**config.mk**
```make
export PLATFORM = sky130hd
export DESIGN_NAME = branch_seq_flat
export DESIGN_NICKNAME = d
export VERILOG_FILES = /design/src/rtl/branch_seq_pkg.sv /design/src/rtl/branch_seq_if.sv /design/src/rtl/branch_cond.sv /design/src/rtl/branch_seq.sv /design/src/flat_wrapper.sv
export SDC_FILE = /design/constraint.sdc
export NUM_CORES = 1
export LEC_CHECK = 0
export ABC_AREA = 1
export ABC_CLOCK_PERIOD_IN_PS = 2050
export BUFFER_PORTS_ARGS = -buffer_cell sky130_fd_sc_hd__buf_4
export CAP_MARGIN = 15
export CORE_UTILIZATION = 51
export CTS_CLUSTER_DIAMETER = 100
export DETAILED_ROUTE_END_ITERATION = 6
export PLACE_DENSITY = 0.77
export SLEW_MARGIN = 15
export SYNTH_ARGS = -nofsm -noshare
export SYNTH_HDL_FRONTEND = slang
export SYNTH_SLANG_ARGS = --single-unit
```
**constraint.sdc**
```tcl
create_clock -name clk -period 2.05 [get_ports clk]
set_input_delay 0.41 -clock clk [delete_from_list [all_inputs] [get_ports clk]]
set_output_delay 0.41 -clock clk [all_outputs]
set_load 0.01 [all_outputs]
```
**src/rtl/branch_seq_pkg.sv**
```systemverilog
// branch_seq_pkg: shared definitions for the branch sequencer.
//   WORD             default datapath / PC width
//   B_EQ .. B_LTZ    branch condition encodings carried on branch_op
//   state_e          sequencer FSM states
//   branch_offset()  instruction offset field scaled to a byte offset
package branch_seq_pkg;

    localparam int unsigned WORD = 32;

    localparam logic [3:0] B_EQ  = 4'd0;
    localparam logic [3:0] B_NE  = 4'd1;
    localparam logic [3:0] B_GTZ = 4'd2;
    localparam logic [3:0] B_LEZ = 4'd3;
    localparam logic [3:0] B_GEZ = 4'd4;
    localparam logic [3:0] B_LTZ = 4'd5;

    typedef enum logic [1:0] {
        S_IDLE,
        S_EVAL,
        S_TARGET,
        S_RESP
    } state_e;

    // Word offset -> byte offset; bit 17 is the sign for later extension.
    function automatic logic [17:0] branch_offset(input logic [15:0] imm);
        return {imm, 2'b00};
    endfunction

endpackage

```
**src/rtl/branch_seq_if.sv**
```systemverilog
// branch_seq_if: request/response and statistics bundle between the
// control unit (master) and the branch sequencer (slave).
//   req_valid/req_ready    request handshake; operands pc_plus4, src_a, src_b, imm, branch_op
//   resp_valid/resp_ready  response handshake; results taken, next_pc, illegal
//   clr_stats              synchronous clear of the statistics counters
//   cnt_total/cnt_taken    saturating statistics counters
interface branch_seq_if #(
    parameter int unsigned WIDTH = 32,
    parameter int unsigned CNT_W = 16
) ();

    logic             req_valid;
    logic             req_ready;
    logic [WIDTH-1:0] pc_plus4;
    logic [WIDTH-1:0] src_a;
    logic [WIDTH-1:0] src_b;
    logic [15:0]      imm;
    logic [3:0]       branch_op;
    logic             resp_valid;
    logic             resp_ready;
    logic             taken;
    logic [WIDTH-1:0] next_pc;
    logic             illegal;
    logic             clr_stats;
    logic [CNT_W-1:0] cnt_total;
    logic [CNT_W-1:0] cnt_taken;

    modport master (
        output req_valid, pc_plus4, src_a, src_b, imm, branch_op, resp_ready, clr_stats,
        input  req_ready, resp_valid, taken, next_pc, illegal, cnt_total, cnt_taken
    );

    modport slave (
        input  req_valid, pc_plus4, src_a, src_b, imm, branch_op, resp_ready, clr_stats,
        output req_ready, resp_valid, taken, next_pc, illegal, cnt_total, cnt_taken
    );

endinterface

```
**src/rtl/branch_cond.sv**
```systemverilog
// branch_cond: combinational branch condition evaluator.
//   a_i, b_i   operands (two's complement)
//   op_i       condition code (B_* encodings)
//   taken_o    condition holds
//   illegal_o  op_i is not a defined code (taken_o forced low)
module branch_cond
    import branch_seq_pkg::*;
#(
    parameter int unsigned Width = 32
) (
    input  logic [Width-1:0] a_i,
    input  logic [Width-1:0] b_i,
    input  logic [3:0]       op_i,
    output logic             taken_o,
    output logic             illegal_o
);

    // Signed compares against zero reduce to sign bit and zero detect.
    logic a_neg;
    logic a_zero;

    assign a_neg  = a_i[Width-1];
    assign a_zero = (a_i == '0);

    always_comb begin
        taken_o   = 1'b0;
        illegal_o = 1'b0;
        case (op_i)
            B_EQ:    taken_o = (a_i == b_i);
            B_NE:    taken_o = (a_i != b_i);
            B_GTZ:   taken_o = !a_neg && !a_zero;
            B_LEZ:   taken_o = a_neg || a_zero;
            B_GEZ:   taken_o = !a_neg;
            B_LTZ:   taken_o = a_neg;
            default: illegal_o = 1'b1;
        endcase
    end

endmodule

```
**src/rtl/branch_seq.sv**
```systemverilog
// branch_seq: multi-cycle branch sequencer (IDLE -> EVAL -> TARGET -> RESP).
//   clk    system clock, rising edge
//   rst_n  asynchronous active-low reset; drops any request in flight
//   bus    branch_seq_if slave: request in, taken/next_pc/illegal out, stats counters
// Accepts one request in IDLE, evaluates the condition, forms the target and
// holds the result until the control unit takes it. WIDTH must exceed 18.
module branch_seq
    import branch_seq_pkg::*;
#(
    parameter int unsigned WIDTH = WORD,
    parameter int unsigned CNT_W = 16
) (
    input  logic         clk,
    input  logic         rst_n,
    branch_seq_if.slave  bus
);

    state_e           state_q, state_d;
    logic [WIDTH-1:0] pc_q, pc_d;
    logic [WIDTH-1:0] a_q, a_d;
    logic [WIDTH-1:0] b_q, b_d;
    logic [15:0]      imm_q, imm_d;
    logic [3:0]       op_q, op_d;
    logic             taken_q, taken_d;
    logic             illegal_q, illegal_d;
    logic [WIDTH-1:0] next_pc_q, next_pc_d;
    logic [CNT_W-1:0] cnt_total_q, cnt_total_d;
    logic [CNT_W-1:0] cnt_taken_q, cnt_taken_d;

    logic             cond_taken;
    logic             cond_illegal;
    logic [17:0]      offset;
    logic [WIDTH-1:0] target;
    logic             resp_hs;

    branch_cond #(
        .Width (WIDTH)
    ) u_cond (
        .a_i       (a_q),
        .b_i       (b_q),
        .op_i      (op_q),
        .taken_o   (cond_taken),
        .illegal_o (cond_illegal)
    );

    // Target wraps modulo 2^WIDTH.
    assign offset  = branch_offset(imm_q);
    assign target  = pc_q + {{(WIDTH-18){offset[17]}}, offset};
    assign resp_hs = (state_q == S_RESP) && bus.resp_ready;

    always_comb begin
        state_d   = state_q;
        pc_d      = pc_q;
        a_d       = a_q;
        b_d       = b_q;
        imm_d     = imm_q;
        op_d      = op_q;
        taken_d   = taken_q;
        illegal_d = illegal_q;
        next_pc_d = next_pc_q;
        case (state_q)
            S_IDLE: begin
                if (bus.req_valid) begin
                    pc_d    = bus.pc_plus4;
                    a_d     = bus.src_a;
                    b_d     = bus.src_b;
                    imm_d   = bus.imm;
                    op_d    = bus.branch_op;
                    state_d = S_EVAL;
                end
            end
            S_EVAL: begin
                taken_d   = cond_taken;
                illegal_d = cond_illegal;
                state_d   = S_TARGET;
            end
            S_TARGET: begin
                next_pc_d = taken_q ? target : pc_q;
                state_d   = S_RESP;
            end
            S_RESP: begin
                if (bus.resp_ready) begin
                    state_d = S_IDLE;
                end
            end
            default: state_d = S_IDLE;
        endcase
    end

    // Clear beats a coincident handshake; increments stick at all-ones.
    always_comb begin
        cnt_total_d = cnt_total_q;
        cnt_taken_d = cnt_taken_q;
        if (bus.clr_stats) begin
            cnt_total_d = '0;
            cnt_taken_d = '0;
        end else if (resp_hs) begin
            if (cnt_total_q != '1) begin
                cnt_total_d = cnt_total_q + 1'b1;
            end
            if (taken_q && (cnt_taken_q != '1)) begin
                cnt_taken_d = cnt_taken_q + 1'b1;
            end
        end
    end

    always_ff @(posedge clk or negedge rst_n) begin
        if (!rst_n) begin
            state_q     <= S_IDLE;
            pc_q        <= '0;
            a_q         <= '0;
            b_q         <= '0;
            imm_q       <= '0;
            op_q        <= '0;
            taken_q     <= 1'b0;
            illegal_q   <= 1'b0;
            next_pc_q   <= '0;
            cnt_total_q <= '0;
            cnt_taken_q <= '0;
        end else begin
            state_q     <= state_d;
            pc_q        <= pc_d;
            a_q         <= a_d;
            b_q         <= b_d;
            imm_q       <= imm_d;
            op_q        <= op_d;
            taken_q     <= taken_d;
            illegal_q   <= illegal_d;
            next_pc_q   <= next_pc_d;
            cnt_total_q <= cnt_total_d;
            cnt_taken_q <= cnt_taken_d;
        end
    end

    // Handshake flags come from the state register only.
    assign bus.req_ready  = (state_q == S_IDLE);
    assign bus.resp_valid = (state_q == S_RESP);
    assign bus.taken      = taken_q;
    assign bus.illegal    = illegal_q;
    assign bus.next_pc    = next_pc_q;
    assign bus.cnt_total  = cnt_total_q;
    assign bus.cnt_taken  = cnt_taken_q;

endmodule

```
**src/flat_wrapper.sv**
```systemverilog
// flat-port wrapper written by rule: the top's interface ports become plain ports
module branch_seq_flat import branch_seq_pkg::*;
#(
    parameter int unsigned WIDTH = WORD,
    parameter int unsigned CNT_W = 16
)
  (clk, rst_n, bus_req_valid, bus_pc_plus4, bus_src_a, bus_src_b, bus_imm, bus_branch_op, bus_resp_ready, bus_clr_stats, bus_req_ready, bus_resp_valid, bus_taken, bus_next_pc, bus_illegal, bus_cnt_total, bus_cnt_taken);
  branch_seq_if #(.WIDTH(WIDTH), .CNT_W(CNT_W)) bus_i ();
  input  logic clk;
  input  logic rst_n;
  input wire logic [$bits(bus_i.req_valid)-1:0] bus_req_valid;
  input wire logic [$bits(bus_i.pc_plus4)-1:0] bus_pc_plus4;
  input wire logic [$bits(bus_i.src_a)-1:0] bus_src_a;
  input wire logic [$bits(bus_i.src_b)-1:0] bus_src_b;
  input wire logic [$bits(bus_i.imm)-1:0] bus_imm;
  input wire logic [$bits(bus_i.branch_op)-1:0] bus_branch_op;
  input wire logic [$bits(bus_i.resp_ready)-1:0] bus_resp_ready;
  input wire logic [$bits(bus_i.clr_stats)-1:0] bus_clr_stats;
  output wire logic [$bits(bus_i.req_ready)-1:0] bus_req_ready;
  output wire logic [$bits(bus_i.resp_valid)-1:0] bus_resp_valid;
  output wire logic [$bits(bus_i.taken)-1:0] bus_taken;
  output wire logic [$bits(bus_i.next_pc)-1:0] bus_next_pc;
  output wire logic [$bits(bus_i.illegal)-1:0] bus_illegal;
  output wire logic [$bits(bus_i.cnt_total)-1:0] bus_cnt_total;
  output wire logic [$bits(bus_i.cnt_taken)-1:0] bus_cnt_taken;
  assign bus_i.req_valid = bus_req_valid;
  assign bus_i.pc_plus4 = bus_pc_plus4;
  assign bus_i.src_a = bus_src_a;
  assign bus_i.src_b = bus_src_b;
  assign bus_i.imm = bus_imm;
  assign bus_i.branch_op = bus_branch_op;
  assign bus_i.resp_ready = bus_resp_ready;
  assign bus_i.clr_stats = bus_clr_stats;
  assign bus_req_ready = bus_i.req_ready;
  assign bus_resp_valid = bus_i.resp_valid;
  assign bus_taken = bus_i.taken;
  assign bus_next_pc = bus_i.next_pc;
  assign bus_illegal = bus_i.illegal;
  assign bus_cnt_total = bus_i.cnt_total;
  assign bus_cnt_taken = bus_i.cnt_taken;
  branch_seq #(.WIDTH(WIDTH), .CNT_W(CNT_W)) u_core (.clk(clk), .rst_n(rst_n), .bus(bus_i));
endmodule
```
==> out/results.ini, run 1 <==
[status]
status = complete, no violations

[yosys]
yosysWarningCount = 0
synth_edf_count = 0
synth_area_leaders = dfrtp_1, nand2_1, mux2_2
synthesis.area_mm2 = 0.0106
ys_seq_elements = 184
synth.distinct_cells = 45
ys_seq_area_share_pct = 43.5
syn_area_per_cell_um2 = 7.89
yosysTopAreaCellShare_pct = 43.5
synthMuxAreaShare_pct = 7.34
synth-xor-area-share_pct = 3.39
async_flop_share_pct = 100
synth_top_family_by_area = simple AND/OR/NAND/NOR gates
synthAdderAreaFrac_pct = 4.33
synth_top_area_cell = dfrtp_1
synthCells = 1341
synth-compound-area-share_pct = 8.91
synthFlopType = dfrtp_1
syn-num-nets = 1498
synth-simple-area-share_pct = 24.9

[cts]
cts_made_buffers = 17
cts_root_buffer = clkbuf_16
cts.sinks = 184
clockBufferDepth = 2
clkTransAtPathRegs_ns = 0.09
clock_latency_ns = 0.45
htree_num_levels = 4
cts_tree = done

[global_routing]
grt-busiest-layer = met2
grt_max_degree = 50
gr-usage-met1_pct = 34.1
overflow = 0
antenna_found_initial = 0
met2_usage_pct = 47.8
grtUsageTotal_pct = 27.0
grt_pass1_wl_mm = 45.9
use_met3_pct = 4.50
grt_pass1_vias = 9434

[finish]
multi_input_area_mm2 = 0.00569
nets = 1718
layout_commonest_cell = nand2_1
drive_above_1_share_pct = 28.4
nFillCells = 1681
regArea_mm2 = 0.00460
layout_common_cells = nand2_1, buf_4, dfrtp_1, inv_1, nor2_1
antennaDiodeCount = 0
area.growth.synth_to_final_pct = 30.3
post-route-util_pct = 67.9
stdcell_area_mm2 = 0.0138

[die]
die_x_um = 146
core_area_mm2 = 0.0203
num_rows = 52
start_util_pct = 52.1
dieArea_mm2 = 0.0213
die_h_um = 146
io_pins = 189

[placement]
pre_cts_ws_ns = -0.0630
hpwl_mm = 20.8
gp_congestion = 0.927
placed_cell_area_mm2 = 0.0126
port_buffers = 188

[job]
cap_viol_max_count = 0

[worst_setup_path]
crit_path_max_fanout = 11
cp_common_cell = nand2_1
arrival_ns = 2.34
start_kind = flip-flop
crit_start = u_core.imm_q[15]
path_cells = buf_12 > ha_4 > nand2_2 > nor2_1 > nand2_1 > nor2_1 > nand2_1 > nand4_1 > nand3_1 > nand2_1 > nand2_1
endpoint_kind = flip-flop
rr_worst_depth = 11
reg2reg_from = u_core.imm_q[15]
critical_path_required_ns = 2.39
slowest_delay_ns = 0.43
slowest_stage = dfrtp_1
critPathKind = flip-flop to flip-flop

[detailed_routing]
drc = 0
dr.pass1.iters = 5
totalWireLength_mm = 28.5
ant_nets = 0
drt-wirelength-per-cell_um = 15.4
drtIter0Drc = 631
vias_per_cell = 5.22
vias = 9624

[hold_path]
min_path_type = primary input to flip-flop
hold_start = bus_src_b[12]
holdPathStages = 2

[sta]
finalWorstSetupSlack_ns = 0.0522
min_period_ns = 2.00
hold_violations = 0
setup_viol = 0
relSlewSlack_pct = 67.3
max_clock_freq_ghz = 0.501
worst_clock_skew_ns = 0.0165
tightest_slew_ns = 0.487
period_share_pct = 97.5
tns_ns = 0
slew_violations = 0

[power]
p_sw_w = 0.0104
power_density_mw_per_mm2 = 1670
power.share.sequential_pct = 27.8
pwr-share-clk_pct = 15.0
p_int_w = 0.0126
finalPower_w = 0.0230
p_comb_share_pct = 57.3
cellLeakagePower_nw = 6.87
p_sw_share_pct = 45.1
ir_drop_v = 0.000705

[kinds of logic (layout without fill, tap and decap cells)]
family                   count (synthesis)  count (layout)
AND/OR/NAND/NOR                        629             629
buffers and inverters                  207             440
flip-flops                             184             184
AO/OA/AOI/OAI                          175             175
multiplexers                            69              69
XOR/XNOR                                41              41
adder cells (fa/ha/maj)                 36              36
[stage by stage]
step                hold slack (ns)  cells
floorplan                     0.114   1341
global placement              0.354   1810
detailed placement            0.353   1810
CTS                           0.178   1843
global route                  0.170   1844
finish                        0.188   1844
[power by group through the flow]
stage	combinational [W]	clock (W)	sequential (W)
after floorplan	0.00765	0	0.00618
after global placement	0.0112	0	0.00625
after detailed placement	0.0114	0	0.00629
after CTS	0.0116	0.00349	0.00624
after global routing	0.0146	0.00363	0.00654
final	0.0132	0.00344	0.00638
[worst paths after layout]
path	endpoint	slack, ns
worst max-delay path	u_core.bus.next_pc[27]	0.05
worst min-delay path	u_core.b_q[12]	0.19
worst max register to register	u_core.bus.next_pc[27]	0.05
worst min register to register	u_core.bus.next_pc[23]	0.48
max in group asynchronous	u_core.bus.cnt_total[12]	1.01
min in group asynchronous	u_core.bus.next_pc[9]	0.44
[layout make-up]
class / count / area share [%]
flip-flops and latches: 184 / 33.4
clock inverters: 15 / 1.45
multi-input cells: 950 / 41.2
clock buffers: 17 / 3.09
repair buffers: 236 / 13.6
well taps: 270 / 2.45
inverters: 172 / 4.72
[timing repair]
item	in CTS	in global routing
hold buffers	1	0
setup buffers	0	1
pin swaps	1	11
endpoints found under the setup margin	14	33
endpoints found under the hold margin	32	0
gates resized for setup	9	97
gates cloned	0	0
[registers in the layout, indices dropped and copies added (netlist names)]
name / count
u_core.bus.taken: 1
u_core.a_q: 32
u_core.bus.next_pc: 32
u_core.bus.cnt_taken: 16
u_core.pc_q: 32
u_core.imm_q: 16
u_core.op_q: 4
u_core.state_q: 2
u_core.bus.cnt_total: 16
u_core.b_q: 32
u_core.bus.illegal: 1
[metal layers]
layer | wire length, um | vias up
met4 | 413 | 0
li1 | - | 4732
met5 | 0 | -
met1 | 12100 | 4570
met2 | 14500 | 289
met3 | 1490 | 33
[critical path: cells and delay by family (launching register included)]
family	cells	cell delay, ns
and+or+nand+nor	9	0.98
DFF	1	0.43
adders and majority gates	1	0.30
buffers and inverters	1	0.19
[cell usage after synthesis, types with 2 or more instances]
master and n:
nand2_1 357, dfrtp_1 184, inv_1 169, nor2_1 154
a21oi_1 111, mux2_2 69, nand3_1 62, ha_1 35
o21ai_0 31, xnor2_1 24, clkbuf_1 19, nand4_1 18
xor2_1 17, nor3_1 14, o21ai_1 10, buf_1 7
buf_2 7, o21bai_1 6, o31ai_1 6, nand3_2 5
a21o_1 3, nand3b_1 3, nor2_4 3, a21oi_2 2
buf_6 2, inv_2 2, nand2_2 2, nand2_4 2
Power figures use the tool's default switching activity.
==> run 2, diff against run 1 <==
CAP_MARGIN = 20   (was 15)
PLACE_DENSITY = default   (was 0.77)
PLACE_DENSITY_LB_ADDON = 0.08   (was default)
==> out/results.ini, run 2 (synthesis gave the netlist of run 1 again) <==
[detailed_routing]
drtIter0Drc = 504
vias = 9381
drt-wirelength-per-cell_um = 15.1
dr.pass1.iters = 5
vias_per_cell = 5.07
totalWireLength_mm = 27.9
ant_nets = 0
drc = 0

[power]
power.share.sequential_pct = 27.4
p_sw_w = 0.0102
p_sw_share_pct = 44.0
cellLeakagePower_nw = 6.91
pwr-share-clk_pct = 15.1
p_comb_share_pct = 57.4
power_density_mw_per_mm2 = 1670
ir_drop_v = 0.000863
p_int_w = 0.0130

[placement]
placed_cell_area_mm2 = 0.0126
pre_cts_ws_ns = -0.0608
gp_congestion = 0.944
dpl.cell_count = 1813
hpwl_mm = 20.5
port_buffers = 188

[sta]
rsz0062_at_grt = yes
min_period_ns = 2.00
hold_ws_ns = 0.194
period_share_pct = 97.5
finalWorstSetupSlack_ns = 0.0508
hold_violations = 0
slew_violations = 0
worst_clock_skew_ns = 0.0153
max_clock_freq_ghz = 0.500
tightest_slew_ns = 0.454
tns_ns = 0
setup_viol = 0
relSlewSlack_pct = 69.8

[global_routing]
grtUsageTotal_pct = 26.5
antenna_found_initial = 0
grt_max_degree = 74
overflow = 0
grt_pass1_vias = 9242
grt_pass1_wl_mm = 45.2

[job]
cap_viol_max_count = 0

[die]
dieArea_mm2 = 0.0213
io_pins = 189
num_rows = 52
die_h_um = 146
core_area_mm2 = 0.0203
die_x_um = 146
start_util_pct = 52.1

[cts]
cts.sinks = 184
clock_latency_ns = 0.44
cts_tree = done
clkTransAtPathRegs_ns = 0.08
cts_root_buffer = clkbuf_16
htree_num_levels = 4
cts_made_buffers = 17
clockBufferDepth = 2

[finish]
area.growth.synth_to_final_pct = 30.8
stdcell_area_mm2 = 0.0138
layout_common_cells = nand2_1, buf_4, dfrtp_1, inv_1, nor2_1
drive_above_1_share_pct = 28.9
final_cells = 1849
antennaDiodeCount = 0
layout_commonest_cell = nand2_1
nets = 1723

[worst_setup_path]
start_kind = flip-flop
arrival_ns = 2.33
critical_path_required_ns = 2.38
critPathKind = flip-flop to flip-flop
crit_path_max_fanout = 8
rr_worst_depth = 12
endpoint_kind = flip-flop

[hold_path]
holdPathStages = 2
min_path_type = primary input to flip-flop

[status]
status = complete, no violations

-- run 2: cell count changes in the layout (fill, tap and decap cells not counted), moves of 3 or more --
cell / previous run / this run
ha_4: 20 / 23
o21ai_1: 15 / 11
nor2_2: 14 / 17
o21ai_0: 26 / 29
nand2_2: 20 / 23
a21oi_2: 15 / 12
nor2_4: 7 / 4
buf_4: 226 / 230
-- run 2: stage by stage --
| stage | util (%) | total power, W |
|---|---|---|
| final | 68.2 | 0.0232 |
| after global routing | 68.2 | 0.0250 |
| after CTS | 66.1 | 0.0218 |
| after detailed placement | 62.3 | 0.0178 |
| after global placement | 62.3 | 0.0177 |
| after floorplan | - | 0.0138 |
-- run 2: worst paths after layout --
kind                                  start                       end  slack, ns
min                           bus_src_b[23]            u_core.b_q[23]       0.19
min in group asynchronous             rst_n             u_core.a_q[6]       0.48
max                        u_core.imm_q[15]    u_core.bus.next_pc[30]       0.05
min reg2reg                  u_core.pc_q[1]     u_core.bus.next_pc[1]       0.48
max in group asynchronous             rst_n  u_core.bus.cnt_taken[13]       0.85
max reg2reg                u_core.imm_q[15]    u_core.bus.next_pc[30]       0.05
-- run 2: final cells by class --
cell class                      instances  area [um2]
Clock buffer                           17         425
Clock inverter                         15         218
Fill cell                            1748        6450
Inverter                              172         651
Multi-Input combinational cell        950        5700
Sequential cell                       184        4610
Tap cell                              270         338
Timing Repair Buffer                  241        1910
-- run 2: layer usage --
layer / part of all wire, % / track usage (%) / routed length (um)
met5: 0 / 0 / 0
met4: 2.2 / 7.29 / 608
met3: 4.3 / 4.69 / 1190
met2: 50 / 46.5 / 13900
met1: 44 / 33.5 / 12200
-- run 2: power groups by stage --
stage / Clock, W / Combinational, W / Sequential, W
after floorplan: 0 / 0.00765 / 0.00618
after global placement: 0 / 0.0114 / 0.00623
after detailed placement: 0 / 0.0116 / 0.00626
after CTS: 0.00356 / 0.0120 / 0.00623
after global routing: 0.00370 / 0.0148 / 0.00655
final: 0.00351 / 0.0133 / 0.00636
-- run 2: critical path, stage by stage, from the launching register on --
cell,delay (ns)
dfrtp_1,0.43
buf_12,0.18
ha_4,0.30
inv_1,0.06
nor3_1,0.20
buf_4,0.14
nand2_1,0.05
inv_1,0.11
nand3_1,0.12
nand3_1,0.09
nand3_1,0.09
nand2_1,0.08
nand2_1,0.05
-- run 2: repair_timing --
action / 4_1_cts / 5_1_grt
gates resized for setup: 24 / 78
hold endpoints to repair: 42 / 0
buffers inserted: 0 / 3
hold buffers: 1 / 0
endpoints found under the setup margin: 13 / 24
pin swaps: 0 / 16
==> run 3, diff against run 2 <==
ABC_CLOCK_PERIOD_IN_PS = 2400   (was 2050)
CORE_UTILIZATION = 54   (was 51)
SETUP_SLACK_MARGIN = 0.5   (was default)
clock period = 2.4 ns   (was 2.05 ns; I/O delays follow)
==> out/results.ini, run 3 (synthesis gave the netlist of run 1 again) <==
[status]
status = complete, no violations

[power]
power_density_mw_per_mm2 = 1470
cellLeakagePower_nw = 6.89
ir_drop_v = 0.000752

[finish]
layout_commonest_cell = nand2_1
drive_above_1_share_pct = 32.0
stdcell_area_mm2 = 0.0141
area.growth.synth_to_final_pct = 33.2
antennaDiodeCount = 0
layout_common_cells = nand2_1, buf_4, dfrtp_1, inv_1, nor2_1
nets = 1711
nFillCells = 1487

[sta]
slew_violations = 0
worst_clock_skew_ns = 0.0169
period_share_pct = 85.1
setup_viol = 0
rsz0062_at_grt = yes
relSlewSlack_pct = 62.1
max_clock_freq_ghz = 0.490
hold_violations = 0
tns_ns = 0
min_period_ns = 2.04
tightest_slew_ns = 0.568

[global_routing]
grt_max_degree = 66
grt_pass1_wl_mm = 46.2
grtUsageTotal_pct = 29.4
antenna_found_initial = 1
overflow = 0
grt_pass1_vias = 9692

[cts]
clkTransAtPathRegs_ns = 0.08
clockBufferDepth = 2
cts_tree = done
clock_latency_ns = 0.45
htree_num_levels = 4
cts_root_buffer = clkbuf_16
hold_buffers = 0
cts.sinks = 184
cts_made_buffers = 17

[job]
cap_viol_max_count = 0

[detailed_routing]
drc = 0
dr.pass1.iters = 5
drt-wirelength-per-cell_um = 15.8
totalWireLength_mm = 28.9
vias = 9680
ant_nets = 0
vias_per_cell = 5.30
drtIter0Drc = 513

[placement]
hpwl_mm = 20.3
placed_cell_area_mm2 = 0.0124
gp_congestion = 1.04
port_buffers = 188

[die]
die_h_um = 142
io_pins = 189
num_rows = 50
start_util_pct = 55.8
core_area_mm2 = 0.0190
die_x_um = 142
dieArea_mm2 = 0.0202

[hold_path]
min_path_type = primary input to async pin

[worst_setup_path]
reg2reg_from = u_core.imm_q[15]
reg2reg_slack_ns = 0.36
start_kind = flip-flop
critical_path_required_ns = 2.79
arrival_ns = 2.43
rr_worst_depth = 12
critPathKind = flip-flop to flip-flop
crit_path_max_fanout = 6
endpoint_kind = flip-flop
r2r-end = u_core.bus.next_pc[26]

## run 3: metal layers
metal	global-route usage, %	up-vias	part of all wire (%)
li1	-	4717	-
met1	34.7	4577	40
met2	52.1	309	51
met3	5.79	75	5.7
met4	12.6	2	3.5
met5	0	-	0.059
## run 3: layout make-up
type / count / area [um2] / share of cell area, %
Multi-Input combinational cell: 950 / 6030 / 42.8
Sequential cell: 184 / 4610 / 32.7
Timing Repair Buffer: 229 / 1860 / 13.2
Inverter: 172 / 653 / 4.63
Clock buffer: 18 / 439 / 3.12
Tap cell: 260 / 325 / 2.31
Clock inverter: 14 / 174 / 1.23
## run 3: through the flow
step           utilization [%]  cells  total power (W)  setup WS [ns]  hold WS (ns)
2_1_floorplan                -   1341           0.0118          0.525         0.184
3_3_place_gp              65.4   1770           0.0145          0.157         0.452
3_5_place_dp              65.4   1770           0.0147          0.173         0.466
4_1_cts                   72.4   1818           0.0195          0.418        0.0442
5_1_grt                   74.4   1827           0.0222          0.285        0.0571
6_report                  74.4   1827           0.0207          0.359        0.0199
## run 3: worst max-delay path, cell delays in order, from the launching register on
cell	delay, ns
dfrtp_4	0.55
buf_8	0.17
ha_4	0.26
nand2_1	0.09
nand2_2	0.07
a21oi_2	0.19
nor2_1	0.06
nor2_1	0.16
buf_4	0.13
nand4_1	0.08
nand3_1	0.11
nand2_1	0.06
nand2_1	0.05
## run 3: timing repair
| item | in CTS | in global routing |
|---|---|---|
| setup endpoints to repair | 29 | 47 |
| setup buffers | 16 | 9 |
| pin swaps | 29 | 32 |
| gates resized for setup | 126 | 71 |
## run 3: worst max-delay path by stage
stage | startpoint | endpoint | depth (start not counted)
after floorplan | u_core.imm_q[0] | u_core.bus.next_pc[16] | 11
after global placement | u_core.imm_q[15] | u_core.bus.next_pc[19] | 10
after detailed placement | u_core.imm_q[15] | u_core.bus.next_pc[19] | 10
after CTS | u_core.pc_q[2] | u_core.bus.next_pc[16] | 11
after global routing | u_core.imm_q[15] | u_core.bus.next_pc[28] | 11
final | u_core.imm_q[15] | u_core.bus.next_pc[26] | 12
## run 3: where the power goes
group          switching, W  internal [W]  leakage, nW
logic               0.00687       0.00542         4.41
registers           0.00110       0.00440         2.19
clock network       0.00144       0.00144        0.294
